## src/rtl/pwm_ramp_ctrl.sv

```systemverilog
// pwm_ramp_ctrl
//   Duty-cycle sequencer for a single-channel PWM core. It steps the committed
//   high time toward a target once per TICK_DIV cycles. In breathe mode it
//   sweeps the duty between 0 and PERIOD forever. A new duty is committed only
//   on the core's period-end strobe, so the core never emits a truncated pulse.
// Parameters
//   W         width of period/duty/step values
//   PERIOD    PWM period in clk cycles, driven on pwm_period
//   TICK_DIV  clk cycles between duty steps (>= 1)
// Ports
//   clk, reset      clock; asynchronous active-high reset
//   start, stop     one-cycle command pulses; stop aborts and wins over start
//   mode            0 = ramp once to target, 1 = breathe 0..PERIOD
//   target, step    duty goal and increment, sampled on an accepted start
//   pwm_period_end  wrap strobe from the PWM core
//   pwm_en          enable to the PWM core
//   pwm_period      constant PERIOD
//   pwm_h_time      committed high time
//   pwm_update      pulse in the cycle after pwm_h_time changes
//   busy            high in RAMP/COMMIT/DONE
//   done            one-cycle pulse when a mode-0 ramp reaches its target
module pwm_ramp_ctrl #(
   parameter int unsigned W        = 16,
   parameter int unsigned PERIOD   = 10,
   parameter int unsigned TICK_DIV = 5000000
) (
   input  logic         clk,
   input  logic         reset,
   input  logic         start,
   input  logic         stop,
   input  logic         mode,
   input  logic [W-1:0] target,
   input  logic [W-1:0] step,
   input  logic         pwm_period_end,
   output logic         pwm_en,
   output logic [W-1:0] pwm_period,
   output logic [W-1:0] pwm_h_time,
   output logic         pwm_update,
   output logic         busy,
   output logic         done
);

   typedef enum logic [1:0] {S_IDLE, S_RAMP, S_COMMIT, S_DONE} state_t;

   localparam int unsigned    TW         = (TICK_DIV > 1) ? $clog2(TICK_DIV) : 1;
   localparam logic [TW-1:0]  TIMER_LAST = TW'(TICK_DIV - 1);
   localparam logic [W-1:0]   PERIOD_W   = W'(PERIOD);

   state_t        state_q, state_d;
   logic [TW-1:0] timer_q, timer_d;
   logic          dir_down_q, dir_down_d;
   logic [W-1:0]  tgt_q, tgt_d;
   logic [W-1:0]  stp_q, stp_d;
   logic          mode_q, mode_d;
   logic [W-1:0]  pend_q, pend_d;
   logic [W-1:0]  h_q, h_d;
   logic          pwm_en_q, pwm_en_d;
   logic          update_q, update_d;
   logic          busy_q, busy_d;
   logic          done_q, done_d;

   logic [W-1:0]  tgt_clamp;
   logic [W-1:0]  limit_w;
   logic [W-1:0]  floor_w;
   logic [W-1:0]  pend_calc;

   always_comb begin
      tgt_clamp = ({1'b0, target} > {1'b0, PERIOD_W}) ? PERIOD_W : target;
      limit_w   = mode_q ? PERIOD_W : tgt_q;
      floor_w   = mode_q ? '0 : tgt_q;
      pend_calc = h_q;
      // Overflow/underflow are tested in W+1 bits before any W-bit result is used.
      if (!dir_down_q) begin
         if (({1'b0, h_q} + {1'b0, stp_q}) > {1'b0, limit_w})
            pend_calc = limit_w;
         else
            pend_calc = h_q + stp_q;
      end else begin
         if ((h_q < stp_q) || ((h_q - stp_q) < floor_w))
            pend_calc = floor_w;
         else
            pend_calc = h_q - stp_q;
      end
   end

   always_comb begin
      state_d    = state_q;
      timer_d    = timer_q;
      dir_down_d = dir_down_q;
      tgt_d      = tgt_q;
      stp_d      = stp_q;
      mode_d     = mode_q;
      pend_d     = pend_q;
      h_d        = h_q;
      pwm_en_d   = pwm_en_q;
      update_d   = 1'b0;

      case (state_q)
         S_IDLE: begin
            if (start) begin
               tgt_d      = tgt_clamp;
               stp_d      = (step == '0) ? W'(1) : step;
               mode_d     = mode;
               dir_down_d = mode ? 1'b0 : (tgt_clamp < h_q);
               pwm_en_d   = 1'b1;
               timer_d    = '0;
               state_d    = (!mode && (tgt_clamp == h_q)) ? S_DONE : S_RAMP;
            end
         end
         S_RAMP: begin
            if (timer_q == TIMER_LAST) begin
               timer_d = '0;
               pend_d  = pend_calc;
               state_d = S_COMMIT;
            end else begin
               timer_d = timer_q + TW'(1);
            end
         end
         S_COMMIT: begin
            if (pwm_period_end) begin
               h_d      = pend_q;
               update_d = 1'b1;
               state_d  = S_RAMP;
               if (!mode_q) begin
                  if (pend_q == tgt_q)
                     state_d = S_DONE;
               end else if (pend_q == PERIOD_W) begin
                  dir_down_d = 1'b1;
               end else if (pend_q == '0) begin
                  dir_down_d = 1'b0;
               end
            end
         end
         S_DONE: begin
            state_d = S_IDLE;
         end
         default: state_d = S_IDLE;
      endcase

      // stop overrides start and the period-end commit in the same cycle
      if (stop) begin
         state_d  = S_IDLE;
         pwm_en_d = 1'b0;
         update_d = 1'b0;
         h_d      = h_q;
         timer_d  = '0;
         pend_d   = pend_q;
         tgt_d    = tgt_q;
         stp_d    = stp_q;
         mode_d   = mode_q;
      end

      busy_d = (state_d != S_IDLE);
      done_d = (state_d == S_DONE);
   end

   always_ff @(posedge clk or posedge reset) begin
      if (reset) begin
         state_q    <= S_IDLE;
         timer_q    <= '0;
         dir_down_q <= 1'b0;
         tgt_q      <= '0;
         stp_q      <= '0;
         mode_q     <= 1'b0;
         pend_q     <= '0;
         h_q        <= '0;
         pwm_en_q   <= 1'b0;
         update_q   <= 1'b0;
         busy_q     <= 1'b0;
         done_q     <= 1'b0;
      end else begin
         state_q    <= state_d;
         timer_q    <= timer_d;
         dir_down_q <= dir_down_d;
         tgt_q      <= tgt_d;
         stp_q      <= stp_d;
         mode_q     <= mode_d;
         pend_q     <= pend_d;
         h_q        <= h_d;
         pwm_en_q   <= pwm_en_d;
         update_q   <= update_d;
         busy_q     <= busy_d;
         done_q     <= done_d;
      end
   end

   assign pwm_en     = pwm_en_q;
   assign pwm_period = PERIOD_W;
   assign pwm_h_time = h_q;
   assign pwm_update = update_q;
   assign busy       = busy_q;
   assign done       = done_q;

endmodule

```

## config.mk

```make
export PLATFORM = sky130hd
export DESIGN_NAME = pwm_ramp_ctrl
export DESIGN_NICKNAME = d
export VERILOG_FILES = /design/src/rtl/pwm_ramp_ctrl.sv
export SDC_FILE = /design/constraint.sdc
export NUM_CORES = 1
export LEC_CHECK = 0
export BUFFER_PORTS_ARGS = -buffer_cell sky130_fd_sc_hd__buf_4
export CORE_MARGIN = 4
export CORE_UTILIZATION = 38
export CTS_BUF_LIST = sky130_fd_sc_hd__clkbuf_16
export CTS_CLUSTER_SIZE = 14
export DETAILED_ROUTE_END_ITERATION = 16
export SLEW_MARGIN = 10
export SYNTH_ARGS = -nofsm -noshare
export SYNTH_HDL_FRONTEND = slang
export SYNTH_SLANG_ARGS = --single-unit
```

## constraint.sdc

```tcl
create_clock -name clk -period 4.74 [get_ports clk]
set_input_delay 0.237 -clock clk [delete_from_list [all_inputs] [get_ports clk]]
set_output_delay 0.237 -clock clk [all_outputs]
set_load 0.01 [all_outputs]
```

==> results_dict.tcl <==
set metrics [dict create \
    status "complete, but fails checks" \
    violations "negative hold slack" \
    dr.max_layer_used "met4" \
    finalPower_mw 2.98 \
    timing.slew.headroom 0.421 \
    grt_pass1_wl_um 34500 \
    row_count 51 \
    grt_max_degree 52 \
    ios 74 \
    synth.cell_area_um2 7560 \
    postRouteAntennaNets 0 \
    setup_viol 0 \
    chipWidth_um 149 \
    drt_drc_violations_left 0 \
    max_freq_ghz 0.225 \
    required_ns 4.98 \
    cts_buffer_depth 2 \
    synth-seq-cells 95 \
    root_buffer "clkbuf_16" \
    initial_core_util 0.387 \
    gp_congestion 0.912 \
    clkSlewWorstSetupHoldPaths_ns 0.08 \
    worstSetupStartpointType "register" \
    wl_met3_um 888 \
    drtIter0Drc 456 \
    coreArea_um2 19500 \
    async_flop_share 1.00 \
    synth_most_common_cell "dfrtp_1" \
    yosys.area.top_type_share 0.315 \
    synth_edf_count 0 \
    clock-sinks 95 \
    drv_slew 0 \
    n_antenna_cell 0 \
    postCtsHoldBufs 0 \
    fin_cells 1200 \
    setup_tns_ns 0 \
    synth-main-ff-cell "dfrtp_1" \
    antenna_found_initial 0 \
    synthTopCellsByCount "95 x dfrtp_1, 80 x ha_1, 74 x nor2_1" \
    setup_slack_ns 0.288 \
    final_net_count 1050 \
    max-cap-violations 0 \
    worst_pin_slew_ns 0.861 \
    grt_pass1_vias 6385 \
    syn_area_per_cell_um2 8.67 \
    synth.largest_area_cell "dfrtp_1" \
    clock_skew_ns 0.0112 \
    die_area_um2 22200 \
    powerDensity_nw_per_um2 347 \
    crit_start "pwm_h_time[0]" \
    grt_overflow 0 \
    numPortBuffers 57 \
    cp.arrival_ns 4.69 \
    rrSetupSlack_ns 0.29 \
    syn_to_final_growth_pct 13.7 \
    ir_drop_mv 0.189 \
    cts_tree "built" \
    hpwl_um 16400 \
    synth_seq_area_share 0.315 \
    drt_first_pass_iters 5 \
    crit_path_end_kind "register" \
    period_minus_slack_ns 4.45 \
    utilization 0.440 \
    gr-usage-all-layers 0.197 \
    hold_viol 12 \
    die_height_um 149 \
    reg2reg_to "pend_q[2]" \
    wl_per_cell_um 17.7 \
    place_inst 1183 \
    wl_met2_um 10300 \
    syn-instance-count 872 \
    regToRegStartpoint "pwm_h_time[0]" \
    design_area_um2 8590 \
    finalCritPeriodShare 0.939 \
    cts_made_buffers 9 \
    rr_worst_depth 19 \
    leakage_nw 3.84 \
    placed_cell_area_um2 8250 \
    synth.yosys.warnings 0 \
    drive_above_1_share 0.127 \
    synthTopCellsByArea "dfrtp_1 31%, ha_1 13%, xnor2_1 4.8%" \
    via_count 6446 \
    clk_latency_ns 0.36 \
    path_class "register to register" \
    timing.hold.ws_ns -0.00842 \
    wirelength_um 21200 \
    htree_levels 3 \
    cp_max_fo 13 \
    min_path_type "primary input to async pin" \
    post_synth_num_cell_types 74 \
    pre_cts_ws_ns 0.0931 \
    rsz0062_at_grt "no" \
    wl_met1_um 9560 \
    vias_per_cell 5.37 \
]
[timing repair]
action | 4_1_cts | 5_1_grt
gates resized for setup | 0 | 7
endpoints found under the setup margin | 0 | 14
buffers inserted | 0 | 1
endpoints found under the hold margin | 0 | 0
[critical path, cell delays in order, from the launching register on]
cell       delay [ns]
dfrtp_1          0.42
ha_1             0.24
fa_1             0.42
nor2b_1          0.17
o21a_1           0.22
nor3_2           0.21
o21ai_2          0.12
a21oi_2          0.23
mux2i_1          0.26
nand3_1          0.11
ha_1             0.32
nand4_1          0.09
nor2_1           0.24
o41ai_1          0.14
nand3_1          0.13
o2bb2ai_4        0.24
buf_12           0.20
mux2_1           0.32
o211ai_1         0.16
o21ai_1          0.08
[how the worst max path moves through the flow]
stage / to / slack (ns) / cells past startpoint
floorplan: pend_q[15] / 0.65 / 21
global placement: pend_q[2] / 0.12 / 19
global route: pend_q[8] / 0.03 / 20
finish: pend_q[2] / 0.29 / 19
detailed placement: pend_q[2] / 0.09 / 19
CTS: pend_q[2] / 0.04 / 19
[area by class of cell]
cell class / count / area, um^2
Fill cell: 1988 / 10900
Multi-Input combinational cell: 682 / 4760
Sequential cell: 95 / 2380
Timing Repair Buffer: 70 / 546
Tap cell: 265 / 332
Inverter: 72 / 273
Clock buffer: 9 / 225
Clock inverter: 7 / 81.3
[registers in the layout (all words and copies together) (netlist names), 2 cells and up]
register	flops
pend_q	16
state_q	2
stp_q	16
timer_q	23
tgt_q	16
pwm_h_time	16
[kinds of logic after synthesis]
kind of cell,Yosys count,share of synthesized area
DFF,95,0.315
and+or+nand+nor,298,0.201
adders and majority gates,82,0.138
muxes,28,0.0392
AOI/OAI and AO/OA,187,0.164
other,2,0.000994
buffers and inverters,121,0.0732
xor gates and xnor gates,59,0.0694
[layer usage]
| metal | GRT usage | vias to the layer above |
|---|---|---|
| met5 | 0 | - |
| met4 | 0.0654 | 0 |
| met3 | 0.0277 | 24 |
| met2 | 0.331 | 166 |
| met1 | 0.262 | 3145 |
| li1 | - | 3111 |
[placed cells by master (no fill, tap or decap), types with 3 or more instances in the layout]
master / instances
a211oi_1: 9
a21o_1: 6
a21oi_1: 36
a21oi_2: 4
a31oi_1: 6
and2_1: 4
and2b_1: 4
and3_1: 6
buf_4: 68
clkbuf_16: 9
conb_1: 28
dfrtp_1: 95
ha_1: 80
inv_1: 68
mux2_1: 4
mux2_2: 5
mux2i_1: 18
nand2_1: 58
nand2b_1: 7
nand3_1: 20
nand4_1: 19
nor2_1: 74
nor2b_1: 38
nor3_1: 26
nor3b_1: 3
nor4_1: 15
o211ai_1: 3
o21a_1: 11
o21ai_0: 56
o21ai_1: 14
o21bai_1: 7
o311ai_1: 3
o31ai_1: 3
or2_2: 3
or3_1: 8
xnor2_1: 41
xor2_1: 17
[power breakdown]
part           internal, mW  switching, mW
Clock                 0.381          0.390
Combinational         0.552          0.776
Sequential            0.843         0.0375
Total                  1.78           1.20
Power figures use the tool's default switching activity.
